[src/rtl/instruction_immediate_encoder.sv]
// instruction_immediate_encoder: scatters a 32-bit immediate into RV32I I/S/B/U/J fields of a template,
// two-stage valid/ready pipeline with range/format error flags and a saturating error counter.
module instruction_immediate_encoder #(
  parameter int CHECK_RANGE = 1,
  parameter int CNT_W = 8
) (
  input  logic             i_clk,
  input  logic             i_rst_n,
  input  logic             i_valid,
  output logic             o_ready,
  input  logic             i_format_i,
  input  logic             i_format_s,
  input  logic             i_format_b,
  input  logic             i_format_u,
  input  logic             i_format_j,
  input  logic [31:0]      i_template,
  input  logic [31:0]      i_immediate,
  output logic             o_valid,
  input  logic             i_ready,
  output logic [31:0]      o_inst,
  output logic             o_range_err,
  output logic             o_format_err,
  input  logic             i_clr_count,
  output logic [CNT_W-1:0] o_err_count
);
  logic        s1_full;
  logic [4:0]  s1_fmt;
  logic [31:0] s1_tmpl;
  logic [31:0] s1_imm;
  logic        stall;
  logic        multi;
  logic        rng;
  logic        range_err;
  logic [31:0] enc;
  logic [31:0] m;
  logic [31:0] t;
  assign stall   = o_valid && !i_ready;
  assign o_ready = !s1_full || !stall;
  // s1_fmt is {j,u,b,s,i}; more than one set bit is a format error
  always_comb begin
    m = s1_imm;
    t = s1_tmpl;
    multi = |(s1_fmt & (s1_fmt - 5'd1));
    enc = multi     ? t :
          s1_fmt[0] ? {m[11:0], t[19:0]} :
          s1_fmt[1] ? {m[11:5], t[24:12], m[4:0], t[6:0]} :
          s1_fmt[2] ? {m[12], m[10:5], t[24:12], m[4:1], m[11], t[6:0]} :
          s1_fmt[3] ? {m[31:12], t[11:0]} :
          s1_fmt[4] ? {m[20], m[10:1], m[11], m[19:12], t[11:0]} : t;
    rng = (s1_fmt[0] | s1_fmt[1]) ? !(&m[31:11] || ~|m[31:11]) :
          s1_fmt[2] ? (m[0] || !(&m[31:12] || ~|m[31:12])) :
          s1_fmt[3] ? (|m[11:0]) :
          s1_fmt[4] ? (m[0] || !(&m[31:20] || ~|m[31:20])) : 1'b0;
    range_err = (CHECK_RANGE != 0) && !multi && rng;
  end
  always_ff @(posedge i_clk or negedge i_rst_n) begin
    if (!i_rst_n) begin
      s1_full      <= 1'b0;
      s1_fmt       <= '0;
      s1_tmpl      <= '0;
      s1_imm       <= '0;
      o_valid      <= 1'b0;
      o_inst       <= '0;
      o_range_err  <= 1'b0;
      o_format_err <= 1'b0;
      o_err_count  <= '0;
    end else begin
      if (o_ready) begin
        s1_full <= i_valid;
        if (i_valid) begin
          s1_fmt  <= {i_format_j, i_format_u, i_format_b, i_format_s, i_format_i};
          s1_tmpl <= i_template;
          s1_imm  <= i_immediate;
        end
      end
      if (!stall) begin
        o_valid <= s1_full;
        if (s1_full) begin
          o_inst       <= enc;
          o_range_err  <= range_err;
          o_format_err <= multi;
        end
      end
      if (i_clr_count)
        o_err_count <= '0;
      else if (o_valid && i_ready && (o_range_err || o_format_err) && !(&o_err_count))
        o_err_count <= o_err_count + 1'b1;
    end
  end
endmodule

[config.mk]
export PLATFORM = sky130hd
export DESIGN_NAME = instruction_immediate_encoder
export DESIGN_NICKNAME = d
export VERILOG_FILES = /design/src/rtl/instruction_immediate_encoder.sv
export SDC_FILE = /design/constraint.sdc
export NUM_CORES = 1
export LEC_CHECK = 0
export CORE_ASPECT_RATIO = 1.5
export CORE_MARGIN = 4
export CORE_UTILIZATION = 30
export DETAILED_ROUTE_END_ITERATION = 10
export PLACE_DENSITY = 0.57
export SLEW_MARGIN = 20
export SYNTH_ARGS = -nofsm -noshare
export SYNTH_HDL_FRONTEND = slang
export SYNTH_SLANG_ARGS = --single-unit
[constraint.sdc]
create_clock -name i_clk -period 1.9 [get_ports i_clk]
set_input_delay 0.19 -clock i_clk [delete_from_list [all_inputs] [get_ports i_clk]]
set_output_delay 0.19 -clock i_clk [all_outputs]
set_load 0.02 [all_outputs]
* Word-level counts from Yosys, hierarchy flattened
Cells that the tools add are included.
Operators by class: add/sub/neg operators 2, multiplexer cells 12, bitwise operators 3, reduce and logical (&&, ||, !) cells 35
Operator list (number):
- two-way mux 32 bit | 6
- OR reduction 12 bit | 2
- AND reduction 21 bit | 1
- OR reduction 21 bit | 1
- AND reduction 20 bit | 1
- OR reduction 20 bit | 1
- two-way mux 8 bit | 2
- AND reduction 12 bit | 1
- logical NOT 1 bit | 11
- adder 8 x 1 -> 8 bit (second input constant) | 1
- AND reduction 8 bit | 1
- logical OR 1 bit | 7
- AND 5 bit | 1
- logical AND 1 bit | 5
- OR reduction 5 bit | 1
- subtractor 5 x 1 -> 5 bit (second input constant) | 1
- two-way mux 1 bit | 4
- AND reduction 2 bit | 2
- nonzero test 2 bit | 1
- inverter 1 bit | 1
- OR 1 bit | 1
Word-level totals: register bits after elaboration 113, output and inout bits 44

* Logic depth before layout (Yosys ltp)
Gate-level depths: netlist (run 1).
depth in word-level cells 10, mapped depth 7, mapped depth without buffers 6

* Least setup slack after synthesis (run 1)
OpenSTA, ideal clock, no wires.
path type register -> register, from reg o_valid, to reg s1_tmpl[0], library setup time 125 ps, data arrival time 1730 ps, data required time 1775 ps, path slack 45 ps, cell stages (with the launch flop) 6, buffers on the path 2, period minus slack after synthesis 1855 ps, cells stage by stage dfrtp_1 > nand3b_1 > nand2_1 > buf_2 > buf_2 > mux2_2
On the way: word-level cells in the longest chain between the ends 4
Ends and longest elaborated chain:
- start: declaration | RTL line 18 | output logic o_valid,
- start signal: assignment | RTL line 77 | o_valid <= s1_full;
- logical AND 1 bit | RTL line 37 | assign stall = o_valid && !i_ready;
- logical NOT 1 bit
- logical OR 1 bit | RTL line 38 | assign o_ready = !s1_full || !stall;
- named net o_ready | RTL line 10 | output logic o_ready,
- AND reduction 2 bit (no source line)
- end signal: assignment | RTL line 72 | s1_tmpl <= i_template;
- end: declaration | RTL line 28 | logic [31:0] s1_tmpl;
The timed path passes the listed nets, and every way through them passes these cells. A chain may end at the register's enable or synchronous reset.

* Worst setup path in the final report (run 1)
from reg s1_fmt[2], to reg o_inst[29]
On the way: word-level cells in the longest chain between the ends 4, elaborated cells between the ends (all ways) 7, classes of those cells 1 x add/sub; 4 x mux; 1 x bitwise; 1 x reduce/logical
Ends and longest elaborated chain:
- start: declaration | RTL line 27 | logic [4:0] s1_fmt;
- start signal: assignment | RTL line 71 | s1_fmt <= {i_format_j, i_format_u, i_format_b, i_format_s, i_format_i};
- subtractor 5 x 1 -> 5 bit or two-way mux 32 bit (tied branches) | RTL line 43, 47
- AND 5 bit or two-way mux 32 bit (tied branches) | RTL line 43, 46
- OR reduction 5 bit or two-way mux 32 bit (tied branches) | RTL line 43, 45
- two-way mux 32 bit (*) | RTL line 44 | enc = multi ? t :
- end signal: assignment | RTL line 79 | o_inst <= enc;
- end: declaration | RTL line 20 | output logic [31:0] o_inst,
Mark *: on every way between the ends. The rest lies on a longest branch, timed or not.

==> metrics.log, run 1 <==
[metrics] worst-case setup margin in the final layout: about 0.11 ns
[metrics] Num Clock Sinks: roughly 110
[metrics] classification of the worst-slack hold path: primary input to asynchronous set/reset pin
[metrics] number of enable flip-flop cells after synthesis: 0
[metrics] sum of internal, switching and leakage power: around 8.1 mW
[metrics] library cell used as clock root buffer: sky130_fd_sc_hd__clkbuf_16
[metrics] slew at the pin with the worst max-slew slack: about 0.43 ns
[metrics] RSZ-0062 raised after global routing: no
[metrics] DP Cell Count: 764
[metrics] total grt overflow: 0
[metrics] Fin Clk Skew: approximately 0.011 ns
[metrics] DRC violation total after the first TritonRoute iteration: 122
[metrics] Sequential Power Share: 0.388
[metrics] Crit. End Element: flip-flop
[metrics] top-level I/O count: around 120
[metrics] Placer Congestion: ~0.79
[metrics] Antenna diodes: 0
[metrics] fraction of synthesized area in multiplexers: 0.179
[metrics] Cell Area, Synth: 0.00506 mm2
[metrics] antenna violations before repair: 0
[metrics] number of placement rows: between 50 and 60
[metrics] Critical Path Source Type: flip-flop
[metrics] warnings from Yosys: 0
[metrics] maximum number of pins on one net before global-route repair: 77
[metrics] synthesized-area fraction occupied by ao, oa, aoi and oai cells: 0.108
[metrics] routed via count divided by cell count: between 4 and 5
[metrics] endpoint required time on the critical path: between 2 and 2.5 ns
[metrics] relative max-transition margin: 0.709
[metrics] First-pass DRT Iterations: 4
[metrics] Most used DFF post-synth: sky130_fd_sc_hd__dfrtp_1
[metrics] result of the run: completed
[metrics] Peak Freq: about 560 MHz
[metrics] final routed wire length divided by cell count: ~17 um
[metrics] net switching fraction of the power: 0.288
[metrics] net count of the mapped netlist: a little over 500
[metrics] Peak supply drop: roughly 510 uV
[metrics] global-route wire length before repair: 22,100 um
[metrics] multi-input logic area: approximately 0.0021 mm2
[metrics] final critical-path required period: 1.79 ns
[metrics] Hold WS: 0.175 ns
[metrics] die width: between 100 and 150 um
[metrics] count of max-cap constraint violations: 0
[metrics] Final Instance Area: approximately 0.0072 mm2
[metrics] final instance count without filler cells: slightly below 800
[metrics] # port buffers: ~120
[metrics] number of endpoints failing setup at the final stage: 0
[metrics] FF/Latch Area: roughly 0.0028 mm2
[metrics] average instance area after synthesis: 11.6 um2
[metrics] Post-DRT Antenna Nets: 0
[metrics] clock insertion delay at the later pin of the skew report: 0.41 ns
[metrics] placement-stage worst setup slack: 0.0582 ns
[metrics] share of flip-flops with an asynchronous set or reset after synthesis: 1.00
[metrics] register area share after synthesis: 0.559
[metrics] area growth from synthesis to final layout: 43.0%
[metrics] gate count after technology mapping: about 440
[metrics] HPWL Detailed: around 10,000 um
[metrics] core region area: 0.0164 mm2
[metrics] via total after detailed routing: between 3,000 and 4,000
[metrics] Setup Total Neg Slack: 0 ns
[metrics] clock tree from TritonCTS: done
[metrics] cell type with the largest total area after synthesis: sky130_fd_sc_hd__dfrtp_1
[metrics] dpl cell area: ~0.0066 mm2
[metrics] largest family of logic cells by synthesized area: multiplexers
[metrics] Internal: between 5 and 6 mW
[metrics] CTS clk-pin slew, worst paths: about 0.050 ns
[metrics] reported leakage power: 3.05 nW
[metrics] adder-cell area share of the yosys netlist: 0.00445
[metrics] FILL cells: about 1,600
[metrics] combinational fraction of design power: 0.237
[metrics] routed wire length: 13,700 um
[metrics] area share of the largest cell type after synthesis: 0.559
[metrics] overall track demand over capacity in global routing: 0.150
[metrics] largest fanout on the critical path: 13
[metrics] level count of the clock H-tree: 4
[metrics] post-detailed-route DRC marker count: 0
[metrics] power density over cell area: between 1000 and 1500 mW/mm2
[metrics] number of buffers added by the clock tree synthesis step: 17
[metrics] maximum buffer depth of the clock tree: 2
[metrics] clock power share: 0.375
[metrics] ranking of synthesized cells by area: sky130_fd_sc_hd__dfrtp_1 56%, sky130_fd_sc_hd__mux2_2 15%, sky130_fd_sc_hd__nand2_1 4.2%, sky130_fd_sc_hd__a21oi_1 2.9%, sky130_fd_sc_hd__mux2i_1 2.6%
[metrics] xor/xnor share of the synthesized area: 0.0121
[metrics] library cell with the highest instance count after synthesis: sky130_fd_sc_hd__dfrtp_1
[metrics] y dimension of the die: between 150 and 200 um
[metrics] critical setup path kind: flip-flop to flip-flop
[metrics] data arrival time of the critical path: between 2 and 2.5 ns
[metrics] max-slew violations: 0
[metrics] fraction of layout cells with a size suffix above 1: 0.237
[metrics] number of distinct library cells after synthesis: 52
[metrics] final critical-path share of the clock period: 0.941
[metrics] effective utilization at floorplan: 0.308
[metrics] Post-Synth Simple-Gate Area: 0.110
[metrics] Hold Violations, Final: 0
[metrics] flip-flop and latch count after synthesis: approximately 110
[metrics] reported net switching power: approximately 2.3 mW
[metrics] via count of the first global-routing pass: roughly 4,200
[metrics] total die area: approximately 0.019 mm2
[metrics] final net count: about 650
[metrics] Util after Layout: 0.441
[metrics] top cells by count, synth: 113 x sky130_fd_sc_hd__dfrtp_1, 69 x sky130_fd_sc_hd__mux2_2, 56 x sky130_fd_sc_hd__nand2_1
cell families after synthesis:
| kind of cell | Yosys count |
|---|---|
| AND/OR/NAND/NOR | 117 |
| flip-flops | 113 |
| AO/OA/AOI/OAI | 87 |
| multiplexers | 82 |
| buffers and inverters | 29 |
| XOR/XNOR | 7 |
| adder cells (fa/ha/maj) | 2 |
sequential cells by signal (all words and copies together) (netlist names):
name / cells
m: 32
o_inst: 32
s1_tmpl: 32
o_err_count: 8
s1_fmt: 5
o_format_err: 1
o_range_err: 1
o_valid: 1
s1_full: 1
worst paths after layout:
path	to	cells after the start	slack, ns	from
min in group i_clk	m[25]	2	0.39	i_immediate[25]
max in group asynchronous	o_inst[8]	3	1.06	i_rst_n
worst max register to register	o_inst[29]	5	0.11	s1_fmt[2]
worst min register to register	o_inst[1]	2	0.46	s1_tmpl[1]
worst min-delay path	o_inst[16]	2	0.18	i_rst_n
worst max-delay path	o_inst[29]	5	0.11	s1_fmt[2]
cells in the final DEF, fill, tap and decap left out, types with 2 or more instances in the layout:
cell type,count
sky130_fd_sc_hd__nor4_1,6
sky130_fd_sc_hd__bufinv_16,2
sky130_fd_sc_hd__o221ai_1,4
sky130_fd_sc_hd__inv_1,4
sky130_fd_sc_hd__a221oi_1,2
sky130_fd_sc_hd__o21ai_1,8
sky130_fd_sc_hd__buf_12,4
sky130_fd_sc_hd__a21oi_1,28
sky130_fd_sc_hd__xor2_1,3
sky130_fd_sc_hd__mux2i_1,13
sky130_fd_sc_hd__o21ai_0,21
sky130_fd_sc_hd__nand3b_1,2
sky130_fd_sc_hd__nor2_1,20
sky130_fd_sc_hd__nand4_1,5
sky130_fd_sc_hd__nand2_1,54
sky130_fd_sc_hd__mux2_2,69
sky130_fd_sc_hd__nor2b_1,5
sky130_fd_sc_hd__and3_1,3
sky130_fd_sc_hd__dfrtp_1,113
sky130_fd_sc_hd__xnor2_1,4
sky130_fd_sc_hd__clkbuf_16,17
sky130_fd_sc_hd__or3_1,2
sky130_fd_sc_hd__o211ai_1,2
sky130_fd_sc_hd__clkinv_2,7
sky130_fd_sc_hd__clkinvlp_4,3
sky130_fd_sc_hd__a211o_1,2
sky130_fd_sc_hd__nand2b_1,5
sky130_fd_sc_hd__o22a_1,4
sky130_fd_sc_hd__clkdlybuf4s50_1,115
sky130_fd_sc_hd__or4_1,2
sky130_fd_sc_hd__buf_4,26
sky130_fd_sc_hd__nand3_1,3
sky130_fd_sc_hd__nor3_1,2
sky130_fd_sc_hd__o21a_1,2
critical path: stages, from the launching register on:
cell and delay [ns]:
sky130_fd_sc_hd__dfrtp_1 0.47, sky130_fd_sc_hd__maj3_1 0.45, sky130_fd_sc_hd__o21a_2 0.35, sky130_fd_sc_hd__a21oi_1 0.24, sky130_fd_sc_hd__a21oi_1 0.09, sky130_fd_sc_hd__o21ai_1 0.12
area by class of cell:
type,count,share of cell area
well taps,206,0.0356
inverters,4,0.00208
flip-flops and latches,113,0.391
clock inverters,12,0.0163
repair buffers,147,0.200
multi-input cells,295,0.294
clock buffers,19,0.0612
power groups by stage:
stage          Clock (mW)  Sequential, mW  Combinational (mW)
2_1_floorplan           0            3.33               0.776
3_3_place_gp            0            3.16                1.90
3_5_place_dp            0            3.18                1.93
4_1_cts              3.11            3.14                1.94
5_1_grt              3.22            3.19                2.07
6_report             3.03            3.13                1.91
per-layer routing:
layer  wire [um]  vias up  part of all wire  track usage
met3         439       18             0.032       0.0312
met4         293        0             0.021       0.0589
met2        7310       84              0.53        0.261
met1        5640     1930              0.41        0.177
met5           0        -                 0            0
li1            -     1845                 -            -
what timing repair did:
action / in CTS / in global routing
endpoints found under the hold margin: 29 / 0
setup buffers: 0 / 0
setup endpoints to repair: 0 / 9
gates resized for setup: 0 / 4
hold buffers: 1 / 0
(Power assumes the default switching activity.)
==> run 2: changes to the inputs <==
Settings changed: CTS_BUF_LIST set to sky130_fd_sc_hd__clkbuf_4.
==> metrics.log, run 2 (synthesis results as in run 1) <==
[metrics] routed via count divided by cell count: 4.92 (+0.96%)
[metrics] final critical-path share of the clock period: 0.944 (+0.00304)
[metrics] Hold Violations, Final: 0 (unchanged)
[metrics] Global Route met2 Usage: 0.258 (-0.00255)
[metrics] final routed wire length divided by cell count: 17.0 um (-0.91%)
[metrics] DRC violation total after the first TritonRoute iteration: 146 (+20%)
[metrics] First-pass DRT Iterations: 4 (unchanged)
[metrics] Setup Total Neg Slack: 0 ns (unchanged)
[metrics] overall track demand over capacity in global routing: 0.149 (-0.000729)
[metrics] sum of internal, switching and leakage power: 6.71 mW (-17%)
[metrics] Peak Freq: 557 MHz (-0.32%)
[metrics] postcts setup bufs: 0 (unchanged)
[metrics] relative max-transition margin: 0.709 (about the same)
[metrics] start point of the critical path: s1_fmt[0]
[metrics] top-level I/O count: 118 (unchanged)
[metrics] clock tree from TritonCTS: done
[metrics] Internal: 4.57 mW (-21%)
[metrics] Placer Congestion: 0.793 (unchanged)
[metrics] Sequential Power Share: 0.465 (+0.077)
[metrics] total grt overflow: 0 (unchanged)
[metrics] multi-input logic area: 0.00212 mm2 (-0.18%)
[metrics] reported net switching power: 2.15 mW (-7.7%)
[metrics] Num Clock Sinks: 113 (unchanged)
[metrics] most common cell after layout, fill and taps aside: sky130_fd_sc_hd__clkdlybuf4s50_1
[metrics] post-detailed-route DRC marker count: 0 (unchanged)
[metrics] power density over cell area: 969 mW/mm2 (-13%)
[metrics] worst reg2reg startpoint: s1_fmt[0]
[metrics] Fin Clk Skew: 0.0158 ns (+0.00511 ns)
[metrics] most used cells in the layout excluding fill and tap cells: 115 x sky130_fd_sc_hd__clkdlybuf4s50_1, 112 x sky130_fd_sc_hd__dfrtp_1, 69 x sky130_fd_sc_hd__mux2_2
[metrics] met3 track demand over resource: 0.0290 (-0.00218)
[metrics] clock power share: 0.250 (-0.125)
[metrics] total die area: 0.0190 mm2 (unchanged)
[metrics] slew at the pin with the worst max-slew slack: 0.433 ns (-0.0000948 ns)
[metrics] final critical-path required period: 1.79 ns (+0.00578 ns)
[metrics] data arrival time of the critical path: 2.24 ns (+0.12 ns)
[metrics] reg2reg setup slack: 0.11 ns (about the same)
[metrics] maximum number of pins on one net before global-route repair: 77 (unchanged)
[metrics] result of the run: completed
[metrics] level count of the clock H-tree: 4 (unchanged)
[metrics] library cell used as clock root buffer: sky130_fd_sc_hd__clkbuf_4
[metrics] endpoint required time on the critical path: 2.34 ns (+0.11 ns)
[metrics] global-route wire length before repair: 21,900 um (-0.66%)
[metrics] reg2reg end: o_inst[29]
[metrics] area growth from synthesis to final layout: 36.9%
[metrics] clock insertion delay at the later pin of the skew report: 0.50 ns (+0.09 ns)
[metrics] FILL cells: 1,631 (+2.6%)
[metrics] critical setup path kind: flip-flop to flip-flop
[metrics] HPWL Detailed: 10,400 um (unchanged)
[metrics] final net count: 653 (unchanged)
[metrics] y dimension of the die: 167 um (unchanged)
[metrics] Critical Path Source Type: flip-flop
[metrics] Peak supply drop: 410 uV (-20%)
[metrics] core region area: 0.0164 mm2 (unchanged)
[metrics] via total after detailed routing: 3,919 (+1.1%)
[metrics] Critical Path Sink: o_inst[29]
[metrics] number of endpoints failing setup at the final stage: 0 (unchanged)
[metrics] routed wire length: 13,600 um (-0.78%)
[metrics] largest fanout on the critical path: 13 (unchanged)
[metrics] die width: 114 um (unchanged)
[metrics] classification of the worst-slack hold path: primary input to asynchronous set/reset pin
[metrics] Crit. End Element: flip-flop
[metrics] depth of the worst register-to-register path: 6 (+1)
[metrics] via count of the first global-routing pass: 4,165 (-0.53%)
[metrics] antenna violations before repair: 1 (+1)
[metrics] maximum buffer depth of the clock tree: 2 (unchanged)
[metrics] DP Cell Count: 764 (unchanged)
[metrics] Util after Layout: 0.422 (-0.0188)
[metrics] final instance count without filler cells: 797 (+0.13%)
[metrics] count of max-cap constraint violations: 0 (unchanged)
[metrics] Hold WS: 0.0619 ns (-0.114 ns)
[metrics] reported leakage power: 2.91 nW (-4.6%)
[metrics] combinational fraction of design power: 0.284 (+0.047)
[metrics] GRT Max-Usage Layer: met2
[metrics] net switching fraction of the power: 0.320 (+0.0318)
[metrics] number of placement rows: 57 (unchanged)
[metrics] Post-DRT Antenna Nets: 0 (unchanged)
[metrics] met1 track utilization from global routing: 0.176 (-0.00130)
[metrics] CTS clk-pin slew, worst paths: 0.11 ns (+0.06 ns)
[metrics] number of buffers added by the clock tree synthesis step: 17 (unchanged)
[metrics] effective utilization at floorplan: 0.308 (unchanged)
[metrics] # port buffers: 117 (unchanged)
[metrics] FF/Latch Area: 0.00283 mm2 (about the same)
[metrics] max-slew violations: 0 (unchanged)
[metrics] RSZ-0062 raised after global routing: no
[metrics] fraction of layout cells with a size suffix above 1: 0.237 (unchanged)
==> run 2: how the worst min path moves through the flow <==
| stage | start | endpoint | cells past startpoint | slack [ns] |
|---|---|---|---|---|
| 2_1_floorplan | i_rst_n | m[0] | 0 | -0.11 |
| 3_3_place_gp | i_rst_n | o_inst[16] | 1 | 0.05 |
| 3_5_place_dp | i_rst_n | o_inst[17] | 1 | 0.06 |
| 4_1_cts | i_rst_n | o_inst[15] | 2 | 0.02 |
| 5_1_grt | i_rst_n | o_inst[15] | 2 | 0.05 |
| 6_report | i_rst_n | o_inst[15] | 2 | 0.06 |
==> run 2: metrics by stage <==
| stage | setup slack [ns] | cell area [um2] |
|---|---|---|
| 6_report | 0.106 | 6930 |
| 5_1_grt | 0.00389 | 6930 |
| 4_1_cts | 0.0273 | 6910 |
| 3_5_place_dp | 0.0582 | 6640 |
| 3_3_place_gp | 0.0809 | 6640 |
| 2_1_floorplan | 0.0450 | 5060 |
==> run 2: final cells by class <==
type                       count  area share
sequential                   113       0.408
antenna                        1    0.000361
clock buffer                  18      0.0195
tap                          206      0.0372
multi-input combinational    295       0.306
timing repair buffer         147       0.209
inverter                       4     0.00217
clock inverter                13      0.0175
==> run 2: routing by layer <==
metal,vias to the layer above,part of all wire
met5,-,0
met4,0,0.023
met3,15,0.036
met2,87,0.54
met1,1969,0.41
li1,1848,-
==> run 2: timing repair <==
item / in CTS / in global routing
hold buffers: 1 / 0
hold endpoints to repair: 113 / 0
setup endpoints to repair: 1 / 9
pin swaps: 0 / 1
resized for setup: 1 / 3
==> run 2: power groups by stage <==
stage               combinational [mW]  clock [mW]  sequential [mW]
finish                            1.91        1.68             3.12
global route                      2.07        1.87             3.18
CTS                               1.93        1.76             3.13
detailed placement                1.93           0             3.18
global placement                  1.90           0             3.16
floorplan                        0.776           0             3.33
==> run 2: critical path, stage by stage, from the launching register on <==
cell                       delay [ns]
sky130_fd_sc_hd__dfrtp_1         0.43
sky130_fd_sc_hd__buf_4           0.17
sky130_fd_sc_hd__a2111o_1        0.44
sky130_fd_sc_hd__o21a_2          0.23
sky130_fd_sc_hd__a21oi_1         0.26
sky130_fd_sc_hd__a21oi_1         0.09
sky130_fd_sc_hd__o21ai_1         0.12
==> run 3: changes to the inputs <==
Settings changed: CAP_MARGIN set to 20, CORE_MARGIN 4 to unset.
==> metrics.log, run 3 (synthesis results as in run 1) <==
[metrics] First-pass DRT Iterations: 4 (unchanged)
[metrics] dpl cell area: 0.00663 mm2 (-0.23%)
[metrics] combinational fraction of design power: 0.276 (-0.008)
[metrics] Peak Freq: 551 MHz (-1.2%)
[metrics] post-detailed-route DRC marker count: 0 (unchanged)
[metrics] area growth from synthesis to final layout: 37.6%
[metrics] Final Instance Area: 0.00696 mm2 (+0.51%)
[metrics] Hold Violations, Final: 0 (unchanged)
[metrics] Post-DRT Antenna Nets: 0 (unchanged)
[metrics] power density over cell area: 988 mW/mm2 (+1.9%)
[metrics] classification of the worst-slack hold path: primary input to asynchronous set/reset pin
[metrics] maximum buffer depth of the clock tree: 2 (unchanged)
[metrics] FILL cells: 1,544 (-5.3%)
[metrics] Setup Total Neg Slack: 0 ns (unchanged)
[metrics] overall track demand over capacity in global routing: 0.164 (+0.0153)
[metrics] library cell used as clock root buffer: sky130_fd_sc_hd__clkbuf_4
[metrics] global-route wire length before repair: 21,300 um (-2.6%)
[metrics] largest fanout on the critical path: 13 (unchanged)
[metrics] count of max-cap constraint violations: 0 (unchanged)
[metrics] antenna violations before repair: 2 (+1)
[metrics] number of endpoints failing setup at the final stage: 0 (unchanged)
[metrics] Sequential Power Share: 0.456 (-0.009)
[metrics] number of placement rows: 57 (unchanged)
[metrics] DRC violation total after the first TritonRoute iteration: 177 (+21%)
[metrics] Hold WS: 0.0659 ns (+0.00394 ns)
[metrics] total die area: 0.0174 mm2 (-8.7%)
[metrics] HPWL Detailed: 9890 um (-5.0%)
[metrics] fraction of layout cells with a size suffix above 1: 0.234 (-0.00299)
[metrics] maximum number of pins on one net before global-route repair: 102 (+32%)
[metrics] FF/Latch Area: 0.00283 mm2 (unchanged)
[metrics] reported net switching power: 2.18 mW (+1.5%)
[metrics] # port buffers: 117 (unchanged)
[metrics] routed wire length: 13,300 um (-1.8%)
[metrics] RSZ-0062 raised after global routing: no
[metrics] relative max-transition margin: 0.633 (-0.0766)
[metrics] total grt overflow: 0 (unchanged)
[metrics] clock power share: 0.268 (+0.018)
[metrics] final routed wire length divided by cell count: 16.7 um (-1.8%)
[metrics] clock insertion delay at the later pin of the skew report: 0.50 ns (about the same)
[metrics] most used cells in the layout excluding fill and tap cells: 113 x sky130_fd_sc_hd__clkdlybuf4s50_1, 112 x sky130_fd_sc_hd__dfrtp_1, 69 x sky130_fd_sc_hd__mux2_2
[metrics] Peak supply drop: 390 uV (-4.7%)
[metrics] endpoint required time on the critical path: 2.29 ns (-0.05 ns)
[metrics] critical setup path kind: flip-flop to flip-flop
[metrics] Critical Path Source Type: flip-flop
[metrics] multi-input logic area: 0.00212 mm2 (+0.18%)
[metrics] top-level I/O count: 118 (unchanged)
[metrics] y dimension of the die: 161 um (-3.6%)
[metrics] Internal: 4.70 mW (+2.8%)
[metrics] result of the run: completed
[metrics] reported leakage power: 2.94 nW (+0.87%)
[metrics] Placer Congestion: 0.836 (+5.4%)
[metrics] final net count: 651 (-0.31%)
[metrics] effective utilization at floorplan: 0.310 (+0.00135)
[metrics] Crit. End Element: flip-flop
[metrics] level count of the clock H-tree: 4 (unchanged)
[metrics] clock tree from TritonCTS: done
[metrics] core region area: 0.0163 mm2 (-0.43%)
[metrics] via total after detailed routing: 3,899 (-0.51%)
[metrics] Num Clock Sinks: 113 (unchanged)
[metrics] CTS clk-pin slew, worst paths: 0.11 ns (about the same)
[metrics] final critical-path required period: 1.82 ns (+0.0212 ns)
[metrics] max-slew violations: 0 (unchanged)
[metrics] number of buffers added by the clock tree synthesis step: 17 (unchanged)
[metrics] Fin Clk Skew: 0.0166 ns (+0.000809 ns)
[metrics] via count of the first global-routing pass: 4,004 (-3.9%)
[metrics] die width: 108 um (-5.3%)
[metrics] routed via count divided by cell count: 4.89 (-0.51%)
[metrics] postcts setup bufs: 0 (unchanged)
[metrics] net switching fraction of the power: 0.317 (-0.00274)
[metrics] slew at the pin with the worst max-slew slack: 0.551 ns (+0.118 ns)
[metrics] Util after Layout: 0.426 (+0.00399)
[metrics] data arrival time of the critical path: 2.20 ns (-0.04 ns)
[metrics] most common cell after layout, fill and taps aside: sky130_fd_sc_hd__clkdlybuf4s50_1
[metrics] final critical-path share of the clock period: 0.955 (+0.0112)
## run 3: changes by cell type in the layout (fill, tap and decap cells not counted), sizes merged
| cell | change |
|---|---|
| diode | +1 |
| buf | -2 |
| bufinv | +1 |
| clkdlybuf4s50 | -2 |
| clkinvlp | +2 |
| clkbuf | -1 |
| dlymetal6s2s | +2 |
| inv | +1 |
| clkinv | -2 |
## run 3: path summary, 6_finish.rpt
kind | start | to | slack (ns) | cells after the start
max | s1_fmt[0] | o_range_err | 0.08 | 6
min | i_rst_n | o_inst[15] | 0.07 | 2
min in group i_clk | i_immediate[21] | m[21] | 0.29 | 2
max reg2reg | s1_fmt[0] | o_range_err | 0.08 | 6
max in group asynchronous | i_rst_n | s1_tmpl[1] | 1.02 | 3
min reg2reg | s1_tmpl[6] | o_inst[6] | 0.48 | 2
## run 3: final cells by class
cell class | instances | area share
well taps | 206 | 0.0370
repair buffers | 145 | 0.206
clock inverters | 15 | 0.0241
inverters | 4 | 0.00216
clock buffers | 17 | 0.0183
flip-flops and latches | 113 | 0.406
multi-input cells | 295 | 0.305
diodes | 2 | 0.000719
## run 3: repair_timing
action | in CTS | in global routing
hold buffers | 1 | 0
endpoints found under the setup margin | 1 | 6
pin swaps | 0 | 1
resized for setup | 1 | 6
endpoints found under the hold margin | 113 | 0
## run 3: per-layer routing
layer  part of all wire  track usage  vias to the layer above
met3              0.027       0.0307                       20
met5                  0            0                        -
met2               0.53        0.278                       89
li1                   -            -                     1856
met1               0.42        0.196                     1934
met4              0.025       0.0834                        0
## run 3: power by group through the flow
stage	Clock [mW]	Sequential, mW	Combinational, mW
3_3_place_gp	0	3.17	1.88
3_5_place_dp	0	3.18	1.90
2_1_floorplan	0	3.33	0.776
4_1_cts	1.93	3.13	1.91
5_1_grt	2.04	3.19	2.06
6_report	1.84	3.14	1.90
## run 3: critical path: stages (launching register included)
cell,delay [ns]
sky130_fd_sc_hd__dfrtp_1,0.44
sky130_fd_sc_hd__buf_4,0.18
sky130_fd_sc_hd__a2111o_1,0.46
sky130_fd_sc_hd__o21a_4,0.20
sky130_fd_sc_hd__nand2_1,0.12
sky130_fd_sc_hd__o21ai_1,0.08
sky130_fd_sc_hd__a211oi_1,0.23
## run 3: per-stage QoR
step	instances	setup slack [ns]	power (mW)
floorplan	437	0.0450	4.10
global route	797	0.0140	7.29
detailed placement	762	0.0806	5.09
CTS	795	0.0315	6.97
global placement	762	0.107	5.04
finish	797	0.0850	6.88
